`config.mk`:
```
export PLATFORM = sky130hd
export DESIGN_NAME = debug_scan_ctrl_flat
export DESIGN_NICKNAME = d
export VERILOG_FILES = /design/src/rtl/debug_scan_ctrl_if.sv /design/src/rtl/debug_scan_ctrl.sv /design/src/flat_wrapper.sv
export SDC_FILE = /design/constraint.sdc
export NUM_CORES = 1
export LEC_CHECK = 0
export ABC_CLOCK_PERIOD_IN_PS = 2900
export BUFFER_PORTS_ARGS = -buffer_cell sky130_fd_sc_hd__buf_4
export CORE_MARGIN = 3
export CORE_UTILIZATION = 40
export CTS_BUF_LIST = sky130_fd_sc_hd__clkbuf_8
export DETAILED_ROUTE_END_ITERATION = 12
export PLACE_DENSITY = 0.66
export SLEW_MARGIN = 10
export SYNTH_ARGS = -nofsm -noshare
export SYNTH_HDL_FRONTEND = slang
export SYNTH_SLANG_ARGS = --single-unit
```
`constraint.sdc`:
```
create_clock -name clk -period 2.9 [get_ports clk]
set_input_delay 0.145 -clock clk [delete_from_list [all_inputs] [get_ports clk]]
set_output_delay 0.145 -clock clk [all_outputs]
set_load 0.1 [all_outputs]
```
`src/rtl/debug_scan_ctrl_if.sv`:
```
// debug_scan_ctrl_if
//   Host-side command channel and captured-word stream of the debug scan
//   sequencer, bundled together.
//   Command channel : cmd_valid / cmd_ready handshake carrying cmd_base,
//                     cmd_count, plus the cmd_abort level.
//   Output stream   : dout_valid / dout_ready handshake carrying dout_data
//                     and the dout_last end-of-scan marker.
//   master = host / link side, slave = scan controller.
interface debug_scan_ctrl_if #(
  parameter int CNT_W = 16
);
  logic             cmd_valid;
  logic             cmd_ready;
  logic [31:0]      cmd_base;
  logic [CNT_W-1:0] cmd_count;
  logic             cmd_abort;
  logic             dout_valid;
  logic             dout_ready;
  logic [31:0]      dout_data;
  logic             dout_last;

  modport master (
    output cmd_valid, cmd_base, cmd_count, cmd_abort, dout_ready,
    input  cmd_ready, dout_valid, dout_data, dout_last
  );

  modport slave (
    input  cmd_valid, cmd_base, cmd_count, cmd_abort, dout_ready,
    output cmd_ready, dout_valid, dout_data, dout_last
  );
endinterface

```
`src/rtl/debug_scan_ctrl.sv`:
```
// debug_scan_ctrl
//   Walks consecutive debug-bus addresses starting at a host-supplied base,
//   waits SETTLE cycles at each address for the debug unit's synchronous
//   reads, captures chk_data and streams it out with valid/ready.
// Parameters
//   SETTLE : cycles from an address change to data capture (1..15)
//   CNT_W  : width of the word-count field
// Ports
//   clk, rstn   : clock (rising edge), async active-low reset
//   bus         : command channel + output word stream (slave side)
//   chk_addr    : registered address to the debug unit
//   chk_data    : read data returned for chk_addr
//   busy        : controller is not idle
//   done        : one-cycle pulse at the end of every scan
//   aborted     : one-cycle pulse alongside done when cmd_abort ended the scan
module debug_scan_ctrl #(
  parameter int SETTLE = 2,
  parameter int CNT_W  = 16
) (
  input  logic               clk,
  input  logic               rstn,
  debug_scan_ctrl_if.slave   bus,
  output logic [31:0]        chk_addr,
  input  logic [31:0]        chk_data,
  output logic               busy,
  output logic               done,
  output logic               aborted
);

  typedef enum logic [1:0] {
    S_IDLE = 2'd0,
    S_WAIT = 2'd1,
    S_SEND = 2'd2
  } state_e;

  // Counter reload: the cycle spent reaching WAIT counts as the first of the
  // SETTLE cycles, so capture lands exactly SETTLE edges after the address
  // change.
  localparam logic [3:0] WAIT_INIT = 4'(SETTLE - 1);

  state_e           state_q;
  logic [31:0]      addr_q;
  logic [CNT_W-1:0] remaining_q;
  logic [3:0]       wait_q;
  logic [31:0]      dout_data_q;
  logic             dout_valid_q;
  logic             dout_last_q;
  logic             done_q;
  logic             aborted_q;

  logic cmd_hs;
  logic dout_hs;
  logic last_word;

  assign cmd_hs    = bus.cmd_valid & bus.cmd_ready;
  assign dout_hs   = dout_valid_q & bus.dout_ready;
  assign last_word = (remaining_q == CNT_W'(1));

  always_ff @(posedge clk or negedge rstn) begin
    if (!rstn) begin
      state_q      <= S_IDLE;
      addr_q       <= '0;
      remaining_q  <= '0;
      wait_q       <= '0;
      dout_data_q  <= '0;
      dout_valid_q <= 1'b0;
      dout_last_q  <= 1'b0;
      done_q       <= 1'b0;
      aborted_q    <= 1'b0;
    end else begin
      done_q    <= 1'b0;
      aborted_q <= 1'b0;
      case (state_q)
        S_IDLE: begin
          // Address is deliberately left alone here so a single probe can
          // be watched continuously between scans.
          if (cmd_hs) begin
            if (bus.cmd_count == '0) begin
              done_q <= 1'b1;
            end else begin
              addr_q      <= bus.cmd_base;
              remaining_q <= bus.cmd_count;
              wait_q      <= WAIT_INIT;
              state_q     <= S_WAIT;
            end
          end
        end

        S_WAIT: begin
          if (bus.cmd_abort) begin
            dout_valid_q <= 1'b0;
            dout_last_q  <= 1'b0;
            done_q       <= 1'b1;
            aborted_q    <= 1'b1;
            state_q      <= S_IDLE;
          end else if (wait_q != 4'd0) begin
            wait_q <= wait_q - 4'd1;
          end else begin
            dout_data_q  <= chk_data;
            dout_valid_q <= 1'b1;
            dout_last_q  <= last_word;
            state_q      <= S_SEND;
          end
        end

        S_SEND: begin
          // Abort wins over a coincident handshake; that word is still
          // delivered, the scan just stops after it.
          if (bus.cmd_abort) begin
            dout_valid_q <= 1'b0;
            dout_last_q  <= 1'b0;
            done_q       <= 1'b1;
            aborted_q    <= 1'b1;
            state_q      <= S_IDLE;
          end else if (dout_hs) begin
            dout_valid_q <= 1'b0;
            if (last_word) begin
              dout_last_q <= 1'b0;
              done_q      <= 1'b1;
              state_q     <= S_IDLE;
            end else begin
              remaining_q <= remaining_q - CNT_W'(1);
              addr_q      <= addr_q + 32'd1;   // wraps naturally at 2^32
              wait_q      <= WAIT_INIT;
              state_q     <= S_WAIT;
            end
          end
        end

        default: state_q <= S_IDLE;
      endcase
    end
  end

  assign bus.cmd_ready  = (state_q == S_IDLE);
  assign busy           = (state_q != S_IDLE);
  assign bus.dout_valid = dout_valid_q;
  assign bus.dout_data  = dout_data_q;
  assign bus.dout_last  = dout_last_q;
  assign chk_addr       = addr_q;
  assign done           = done_q;
  assign aborted        = aborted_q;

endmodule

```
`src/flat_wrapper.sv`:
```
// flat-port wrapper written by rule: the top's interface ports become plain ports
module debug_scan_ctrl_flat 
#(
  parameter int SETTLE = 2,
  parameter int CNT_W  = 16
)
  (clk, rstn, chk_addr, chk_data, busy, done, aborted, bus_cmd_valid, bus_cmd_base, bus_cmd_count, bus_cmd_abort, bus_dout_ready, bus_cmd_ready, bus_dout_valid, bus_dout_data, bus_dout_last);
  debug_scan_ctrl_if #(.CNT_W(CNT_W)) bus_i ();
  input  logic clk;
  input  logic rstn;
  output logic [31:0] chk_addr;
  input  logic [31:0] chk_data;
  output logic busy;
  output logic done;
  output logic aborted;
  input wire logic [$bits(bus_i.cmd_valid)-1:0] bus_cmd_valid;
  input wire logic [$bits(bus_i.cmd_base)-1:0] bus_cmd_base;
  input wire logic [$bits(bus_i.cmd_count)-1:0] bus_cmd_count;
  input wire logic [$bits(bus_i.cmd_abort)-1:0] bus_cmd_abort;
  input wire logic [$bits(bus_i.dout_ready)-1:0] bus_dout_ready;
  output wire logic [$bits(bus_i.cmd_ready)-1:0] bus_cmd_ready;
  output wire logic [$bits(bus_i.dout_valid)-1:0] bus_dout_valid;
  output wire logic [$bits(bus_i.dout_data)-1:0] bus_dout_data;
  output wire logic [$bits(bus_i.dout_last)-1:0] bus_dout_last;
  assign bus_i.cmd_valid = bus_cmd_valid;
  assign bus_i.cmd_base = bus_cmd_base;
  assign bus_i.cmd_count = bus_cmd_count;
  assign bus_i.cmd_abort = bus_cmd_abort;
  assign bus_i.dout_ready = bus_dout_ready;
  assign bus_cmd_ready = bus_i.cmd_ready;
  assign bus_dout_valid = bus_i.dout_valid;
  assign bus_dout_data = bus_i.dout_data;
  assign bus_dout_last = bus_i.dout_last;
  debug_scan_ctrl #(.SETTLE(SETTLE), .CNT_W(CNT_W)) u_core (.clk(clk), .rstn(rstn), .bus(bus_i), .chk_addr(chk_addr), .chk_data(chk_data), .busy(busy), .done(done), .aborted(aborted));
endmodule
```
Word level (Yosys, flattened, before mapping)
Cells that the tools add are included.
{"block": "classes", "n_addsub": 3, "n_eq_ne": 13, "n_mux": 47, "bitwise_logic": 4, "n_reduce_logical": 14}
{"cell": "32-bit 2-to-1 mux", "count": 5}
{"cell": "16-bit 2-to-1 mux", "count": 5}
{"cell": "32-bit one-hot mux with 2 select lines", "count": 1}
{"cell": "32-bit by 1-bit adder with 32-bit output, second input constant", "count": 1}
{"cell": "16-bit one-hot mux with 2 select lines", "count": 1}
{"cell": "4-bit 2-to-1 mux", "count": 7}
{"cell": "1-bit 2-to-1 mux", "count": 17}
{"cell": "16-bit by 1-bit equality test with 1-bit output, second input constant", "count": 1}
{"cell": "16-bit zero test", "count": 1}
{"cell": "16-bit by 1-bit subtractor with 16-bit output, second input constant", "count": 1}
{"cell": "2-bit 2-to-1 mux", "count": 6}
{"cell": "4-bit one-hot mux with 3 select lines", "count": 1}
{"cell": "2-bit != test, second input constant", "count": 5}
{"cell": "4-bit AND reduction", "count": 2}
{"cell": "8-bit AND reduction", "count": 1}
{"cell": "3-bit by 2-bit != test with 1-bit output, second input constant", "count": 2}
{"cell": "2-bit one-hot mux with 3 select lines", "count": 1}
{"cell": "3-bit AND reduction", "count": 2}
{"cell": "6-bit AND reduction", "count": 1}
{"cell": "2-bit nonzero test", "count": 3}
{"cell": "2-bit by 1-bit != test with 1-bit output, second input constant", "count": 2}
{"cell": "1-bit one-hot mux with 2 select lines", "count": 2}
{"cell": "4-bit nonzero test", "count": 1}
{"cell": "4-bit by 1-bit subtractor with 4-bit output, second input constant", "count": 1}
{"cell": "other kinds (9)", "count": 11}
{"block": "word_totals", "regBits": 90, "out_inout_bits": 70}

Longest topological paths before layout
Gate-level depths: netlist (run 1).
{"block": "logic_depth", "ltp_word": 5, "depth_mapped": 10, "ltp_nobuf": 7}

Least setup slack after synthesis (run 1)
OpenSTA, ideal clock, no wires.
{"block": "synth_path", "path_kind": "reg-to-reg", "from": "reg u_core.state_q[0]", "to": "reg u_core.addr_q[15] (netlist: u_core.chk_addr[15])", "setup_ps": 127, "arrival_time_ps": 3198, "setup_slack_ps": -425, "path_stages_with_launch": 8, "period_less_slack_ps": 3325, "cell_sequence": "dfrtp_1 > inv_1 > ha_1 > inv_1 > nor2_1 > a31oi_4 > a211o_1 > a221o_1"}
{"block": "synth_via", "elab_chain_cells": 4}
{"item": "from (decl)", "line_no": "debug_scan_ctrl.sv:41", "rtl": "state_e state_q;"}
{"item": "from (signal assigned)", "line_no": "debug_scan_ctrl.sv:61", "rtl": "state_q <= S_IDLE;"}
{"item": "from (signal assigned)", "line_no": "debug_scan_ctrl.sv:84", "rtl": "state_q <= S_WAIT;"}
{"item": "from (signal assigned)", "line_no": "debug_scan_ctrl.sv:95", "rtl": "state_q <= S_IDLE;"}
{"item": "2-bit zero test (*)", "line_no": "debug_scan_ctrl.sv:135", "rtl": "assign bus.cmd_ready = (state_q == S_IDLE);"}
{"item": "via bus_cmd_ready", "line_no": "flat_wrapper.sv:21", "rtl": "output wire logic [$bits(bus_i.cmd_ready)-1:0] bus_cmd_ready;"}
{"item": "1-bit AND", "line_no": "debug_scan_ctrl.sv:55", "rtl": "assign cmd_hs = bus.cmd_valid & bus.cmd_ready;"}
{"item": "2-bit != test (no source line)"}
{"item": "6-bit AND reduction (no source line)"}
{"item": "to (signal assigned)", "line_no": "debug_scan_ctrl.sv:81", "rtl": "addr_q <= bus.cmd_base;"}
{"item": "to (signal assigned)", "line_no": "debug_scan_ctrl.sv:123", "rtl": "addr_q <= addr_q + 32'd1;"}
{"item": "to (decl)", "line_no": "debug_scan_ctrl.sv:42", "rtl": "logic [31:0] addr_q;"}
Mark *: on every way through the listed nets, which the timed path passes. The rest lies on a longest branch.
A chain may end at the register's enable or synchronous reset.

Worst setup path after layout (run 1)
{"block": "layout_path", "from": "reg u_core.remaining_q[0]", "to": "reg u_core.remaining_q[14]"}
{"block": "layout_via", "elab_chain_cells": 5}
{"item": "from (decl)", "line_no": "debug_scan_ctrl.sv:43", "rtl": "logic [CNT_W-1:0] remaining_q;"}
{"item": "from (signal assigned)", "line_no": "debug_scan_ctrl.sv:82", "rtl": "remaining_q <= bus.cmd_count;"}
{"item": "from (signal assigned)", "line_no": "debug_scan_ctrl.sv:122", "rtl": "remaining_q <= remaining_q - CNT_W'(1);"}
{"item": "16-bit by 1-bit subtractor with 16-bit output", "line_no": "debug_scan_ctrl.sv:122"}
{"item": "16-bit 2-to-1 mux", "line_no": "debug_scan_ctrl.sv:117", "rtl": "if (last_word) begin"}
{"item": "16-bit 2-to-1 mux", "line_no": "debug_scan_ctrl.sv:115", "rtl": "end else if (dout_hs) begin"}
{"item": "16-bit 2-to-1 mux", "line_no": "debug_scan_ctrl.sv:109", "rtl": "if (bus.cmd_abort) begin"}
{"item": "16-bit one-hot mux with 2 select lines", "line_no": "debug_scan_ctrl.sv:73", "rtl": "case (state_q)"}
Parallel ways exist; a longest one is shown, timed or not. The select of a mux whose other input is x is not followed.

==> run summary, run 1 <==
The post-synthesis instance total was 541; the count of port buffers added during placement was 154. For this block, the routed nets add up to 17700 um of wire. Detailed placement ended at an HPWL of 12600 um. The first routing iteration left 591 violations. After detailed routing, the average wire length per cell comes to 19.4 um.

Summed over all failing endpoints, the final setup total negative slack is 0 ps. The library cells used most frequently in the layout, excluding fill and tap cells, are buf_4 (173), dfrtp_1 (90), nor2_1 (50), dlygate4sd3_1 (42), nand2_1 (39). The tools report the final routed DRC violation total as 0. The clock reaches the later pin of the worst-skew pair after 390 ps. The die extent in x was 120 um; the sequential share of the synthesized area was 43.1%.

The logs give 24.3% for the overall global routing resource usage and 0 for the leftover overflow at the end of global routing. The largest fanout of any net on the critical path was 5. The worst path uses 85.4% of the clock period. The tools report the post-cts sizing count as 0. The tools report the number of antenna violations at the first check in global routing as 0. Setup repair after global routing left no endpoint under its margin.

Fmax: 404 MHz. The number of global-route vias before repair was 5260; the share of synthesized flip-flops with an asynchronous set or reset was 100%. The post-synthesis area per instance is 9.66 um^2. The run gives 67 as the count of unique library cells instantiated by Yosys. The leading cell type in the layout, fill and taps excluded was buf_4. Number of antenna cells inserted: 0.

The nature of the critical path startpoint was a flop. In this run the remaining antenna-violating nets after routing total 0. The final hold violation count came out at 0. The area growth from synthesis to layout is 38.6%. Die outline area: 0.0145 mm^2. The endpoint kind of the worst setup timing path is a flop. The filler cells instantiated in the layout total 1121. The effective utilization at floorplan was 41.2%; the maximum level of the CTS H-tree was 3.

The clock drives 90 sinks. The final max-slew violation count was 0; the count of flip-flops with a built-in enable after synthesis was 0. The first-pass iteration count of the detailed router is 5, and the routability congestion estimate from global placement is 0.938. TritonCTS built the clock tree.

The tree is rooted in a clkbuf_8. The ratio of routed vias to standard cells works out to 5.92. In the final layout, the multi-input gates occupy 0.00277 mm^2.

Register bit count reported by yosys: 90. Yosys printed 0 warnings. The run finished with clean final reports. The most used flip-flop cell after synthesis is dfrtp_1.

The run gives 830 as the number of nets in the layout. Measured along the y axis, the die boundary spans 120 um. The worst pin sits at a relative slew slack of 50.0%.

The clock buffer count from CTS is 9. The number of endpoints failing setup at the final stage is 0, and the minimum period implied by the final worst setup slack is 2480 ps. The number of placed I/O pins is 155, and the combined flip-flop and latch cell area is 0.00225 mm^2.

The clock-pin transition on the worst setup and hold timing paths was 100 ps; the synthesized net count was 634. The run gives 2 as the maximum clock insertion buffer count. The tools report the wire length of the first global-routing pass as 28000 um. By startpoint and endpoint, the worst setup path is classified as reg -> reg. The max-cap violation count is 0, and the final setup skew is 13.3 ps.

Row generation in the floorplan step produced 41 rows. For the placeable core area, the log shows 0.0127 mm^2. The worst hold-check path type was in -> reg. For the worst setup path, the data arrival time is 2760 ps.

For the via count of the routed design, the log shows 5415. The tools report the summed instance area of the synthesized netlist as 0.00523 mm^2. Cells with a size suffix above 1 make up 33.3% of the layout. At the pin with the least slew margin, the transition time is 750 ps.

Entering global routing, the biggest net connects 54 pins. The data required time of the critical path came out at 3180 ps.
[metal layers]
layer | wire (um) | vias up | share of wire [%] | track usage (%)
li1 | - | 2500 | - | -
met1 | 7080 | 2588 | 40 | 31.8
met2 | 8660 | 281 | 49 | 40.0
met3 | 1450 | 46 | 8.2 | 5.61
met4 | 531 | 0 | 3.0 | 8.07
met5 | 0 | - | 0 | 0
[metrics by stage]
| stage | hold WS [ps] | cells | area (um^2) | util [%] | setup WS (ps) |
|---|---|---|---|---|---|
| 6_report | 21.2 | 914 | 7240 | 57.1 | 425 |
| 3_3_place_gp | 237 | 856 | 6630 | 52.3 | 603 |
| 3_5_place_dp | 247 | 856 | 6630 | 52.3 | 495 |
| 4_1_cts | 6.09 | 914 | 7240 | 57.1 | 443 |
| 2_1_floorplan | -151 | 541 | 5230 | - | 72.5 |
| 5_1_grt | 10.1 | 914 | 7240 | 57.1 | 240 |
[path summary, 6_finish.rpt]
path / start / end / slack [ps] / cells after the start
worst max register to register: u_core.remaining_q[0] / u_core.remaining_q[14] / 420 / 7
max in group asynchronous: rstn / u_core.chk_addr[25] / 1770 / 3
min in group asynchronous: rstn / u_core.chk_addr[30] / 350 / 2
worst min-delay path: bus_cmd_count[7] / u_core.remaining_q[7] / 20 / 2
worst max-delay path: u_core.remaining_q[0] / u_core.remaining_q[14] / 420 / 7
worst min register to register: u_core.bus.dout_data[28] / u_core.bus.dout_data[28] / 520 / 1
[flip-flops by register name, summed over array words and instances (netlist names)]
name	flops
u_core.done	1
u_core.state_q	2
u_core.bus.dout_last	1
u_core.wait_q	4
u_core.bus.dout_valid	1
u_core.chk_addr	32
u_core.bus.dout_data	32
u_core.aborted	1
u_core.remaining_q	16
[cell type report]
cell class	count	share of cell area, %
clock buffers	9	1.71
well taps	172	2.97
multi-input cells	405	38.3
repair buffers	217	24.3
flip-flops and latches	90	31.1
clock inverters	7	0.916
inverters	14	0.726
[critical path: stages (launching register included)]
cell	delay [ps]
dfrtp_1	440
inv_1	100
ha_1	200
nor3b_1	480
nand3_1	220
nor4b_1	550
nor4b_1	300
nor4_1	70
[cell families (layout without fill, tap and decap cells)]
kind of cell / after synthesis / after routing / share of synthesized area, %
DFF: 90 / 90 / 43.1
and+or+nand+nor: 214 / 214 / 22.1
buffers and inverters: 46 / 247 / 4.14
muxes: 34 / 34 / 7.28
AOI/OAI and AO/OA: 149 / 149 / 21.5
adders and majority gates: 8 / 8 / 1.92
[synth_stat cells (6+ instances only)]
cell	n	area, um^2
dfrtp_1	90	2250
nor2_1	50	188
nand2_1	39	146
mux2_2	32	360
o21ai_0	23	115
nor3_1	22	110
nand3_1	21	105
nor4_1	18	113
a21oi_1	17	85.1
a31oi_1	17	106
clkbuf_1	15	56.3
nand4_1	15	93.8
o31ai_1	15	113
a211oi_1	14	105
inv_1	13	48.8
buf_2	11	55.1
a221o_1	8	80.1
ha_1	8	100
and2_1	7	43.8
a311oi_1	6	52.6
o211ai_1	6	45.0
[timing repair]
action	CTS	global route
buffers inserted	0	0
hold buffers	42	0
endpoints found under the hold margin	92	0
Power of run 1 is not shown: default switching activity piles up to over one toggle a cycle in this logic, so the estimate is an artifact.
==> run 2, diff against run 1 <==
--- a/config.mk
+++ b/config.mk
@@ -7,6 +7,7 @@
 export LEC_CHECK = 0
 export ABC_CLOCK_PERIOD_IN_PS = 2900
 export BUFFER_PORTS_ARGS = -buffer_cell sky130_fd_sc_hd__buf_4
+export CORE_ASPECT_RATIO = 0.9
 export CORE_MARGIN = 3
 export CORE_UTILIZATION = 40
 export CTS_BUF_LIST = sky130_fd_sc_hd__clkbuf_8
==> run 2 against run 1 <==
Net effect: register-to-register slack lost 80 ps; wire length grew 0.47%; flip-flop and latch count is the same; worst hold slack gained 1.4 ps; global-route usage shrank 0.15 points; final area shrank 0.85%; via count grew 0.78%; utilization grew 0.71 points; worst setup slack lost 85 ps; non-clock buffer count shrank 5; clock skew shrank 4.5 ps.
==> run summary, run 2 (synthesis results as in run 1) <==
The run finished with clean final reports. The run gives 90 as the clock sink total. In the global route stage, met2 resource usage came out at 39.0%.

Startpoint of the tightest hold check path: bus_cmd_base[4]. The normalized max-slew margin is 52.2%. Setup violations remaining at the end of the flow were counted as 0.

For the wire length of the first global-routing pass, the log shows 28200 um. TritonCTS built the clock tree. The placeable core area was 0.0124 mm^2; the final hold violation count was 0. The detailed-route wire length per cell works out to 19.8 um. For the finished layout, the period the worst path requires is 2560 ps. The floorplan step defined a die boundary enclosing 0.0145 mm^2.

The number of setup buffers added after CTS is 0, and the total negative slack for setup checks is 0 ps. The tools report the data required time of the critical path as 3180 ps. The leading cell type in the layout, fill and taps excluded was buf_4. The ratio of final minimum period to clock period works out to 88.3%. In this run the clock root is driven by a clkbuf_8. Global routing used 24.2% of the available tracks.

For this run, the detailed router's first-pass iteration total came to 5. In the final layout, the multi-input gates occupy 0.00277 mm^2. The setup path with the least slack is of type reg -> reg. The filler cells instantiated in the layout total 1101. The met1 capacity usage during global routing came out at 33.1%. Static timing analysis puts the maximum clock frequency at 391 MHz. After floorplanning, the core was divided into 38 placement rows. The routed layout has 5457 vias. The detail route stage leaves a number of antenna-violating nets equal to 0.

Logic depth of the worst register-to-register path: 7. Measured along the x axis, the die boundary spans 126 um. For flop-to-flop paths, the worst setup slack is 340 ps. After detailed routing, the total wire length is 17800 um. The number of cells traversed by the worst hold path works out to 2. The worst register-to-register path begins at u_core.remaining_q[1].

Across the run, the number of max-cap violations was 0. Least setup slack across all paths after layout: 340 ps. The repair_antennas step left the layout with diodes totalling 0. The combined flip-flop and latch cell area was 0.00225 mm^2. The nature of the critical path startpoint was a flop. The number of antenna violations at the first check in global routing came out at 0. Setup repair after global routing left no endpoint under its margin. The DRC marker count from the first detailed-route iteration is 518, and the highest cell delay on the worst timing path is 670 ps. The tools report the endpoint of the most critical register-to-register path as u_core.remaining_q[15]. Leaving out fill and tap cells, the most frequent cells in the layout are buf_4 (169), dfrtp_1 (90), nor2_1 (50), dlygate4sd3_1 (41), nand2_1 (39). The number of global-route vias before repair was 5407.

The logs give 2840 ps for the data arrival time at the worst-slack endpoint and 825 for the number of nets in the layout. The largest fanout of any net on the critical path is 19. The maximum clock insertion buffer count came out at 2. The die is 114 um tall. The logs give 3 for the maximum level of the CTS H-tree and 57.8% for the fraction of the core area covered by cells at the end of the flow. The run gives 380 ps as the clock network latency to the later pin of the worst-skew pair. Entering global routing, the biggest net connects 48 pins.

The number of placed I/O pins came out at 155. The slowest stage of the critical path belongs to the cell a31oi_4. The global-route layer with the greatest usage is met2. The routability congestion estimate from global placement is 0.903. The leftover overflow at the end of global routing was 0. The final setup skew was 8.81 ps; the fraction of final layout cells sized beyond drive strength 1 was 32.7%. The run gives 0 as the final max-slew violation count.

For this configuration, the core starts out at a cell density of 42.1%. The ratio of routed vias to standard cells was 6.08; the clock buffer count from CTS was 9. The signal on the critical path passes through inv_1 -> ha_1 -> nor4b_2 -> a41oi_2 -> a31oi_4 -> nor2_1 -> a211oi_1. The worst hold path terminates at u_core.chk_addr[4]. The final routed DRC violation total is 0, and the area growth from synthesis to layout is 37.4%. Clock-pin transition on the worst setup and hold timing paths: 90 ps.

In the global route stage, met3 resource usage came out at 5.04%. The count of buffers added on input and output ports is 154. The worst hold-check path type was in -> reg.

The kind of cell adding the most delay to the critical path is compound AO/OA/AOI/OAI gates. The placed wire-length estimate is 12500 um. The tools report the endpoint kind of the worst setup timing path as a flop. The number of buffers and inverters on the critical path was 1; the transition time of the tightest slew-check pin was 716 ps. Post-placement worst setup slack: 245 ps.
[run 2: final cells by class]
class / instances / share of cell area (%)
Tap cell: 160 / 2.79
Clock inverter: 5 / 0.436
Inverter: 14 / 0.732
Clock buffer: 11 / 2.11
Sequential cell: 90 / 31.4
Multi-Input combinational cell: 405 / 38.6
Timing Repair Buffer: 212 / 23.9
[run 2: worst max-delay path by stage]
| stage | start | to | slack [ps] | cells past startpoint |
|---|---|---|---|---|
| floorplan | u_core.state_q[0] | u_core.chk_addr[15] | 70 | 7 |
| global placement | u_core.state_q[0] | u_core.chk_addr[6] | 300 | 8 |
| detailed placement | u_core.state_q[0] | u_core.chk_addr[24] | 240 | 8 |
| CTS | u_core.state_q[0] | u_core.chk_addr[24] | 210 | 8 |
| global route | u_core.remaining_q[1] | u_core.remaining_q[15] | 60 | 7 |
| finish | u_core.remaining_q[1] | u_core.remaining_q[15] | 340 | 7 |
[run 2: per-layer routing]
metal / routed length [um] / vias up
li1: - / 2483
met1: 7480 / 2691
met2: 8640 / 257
met3: 1410 / 26
met4: 257 / 0
met5: 0 / -
[run 2: per-stage QoR]
step / hold WS, ps / area (um^2) / std cells
CTS: 7.21 / 7170 / 897
floorplan: -151 / 5230 / 541
global route: 2.50 / 7180 / 897
finish: 22.5 / 7180 / 897
detailed placement: 201 / 6580 / 840
global placement: 193 / 6580 / 840
[run 2: repair_timing]
item	4_1_cts	5_1_grt
endpoints found under the setup margin	0	4
endpoints found under the hold margin	86	0
hold buffers	41	0
gates resized for setup	0	1
Power of run 2 is left out for the same reason.
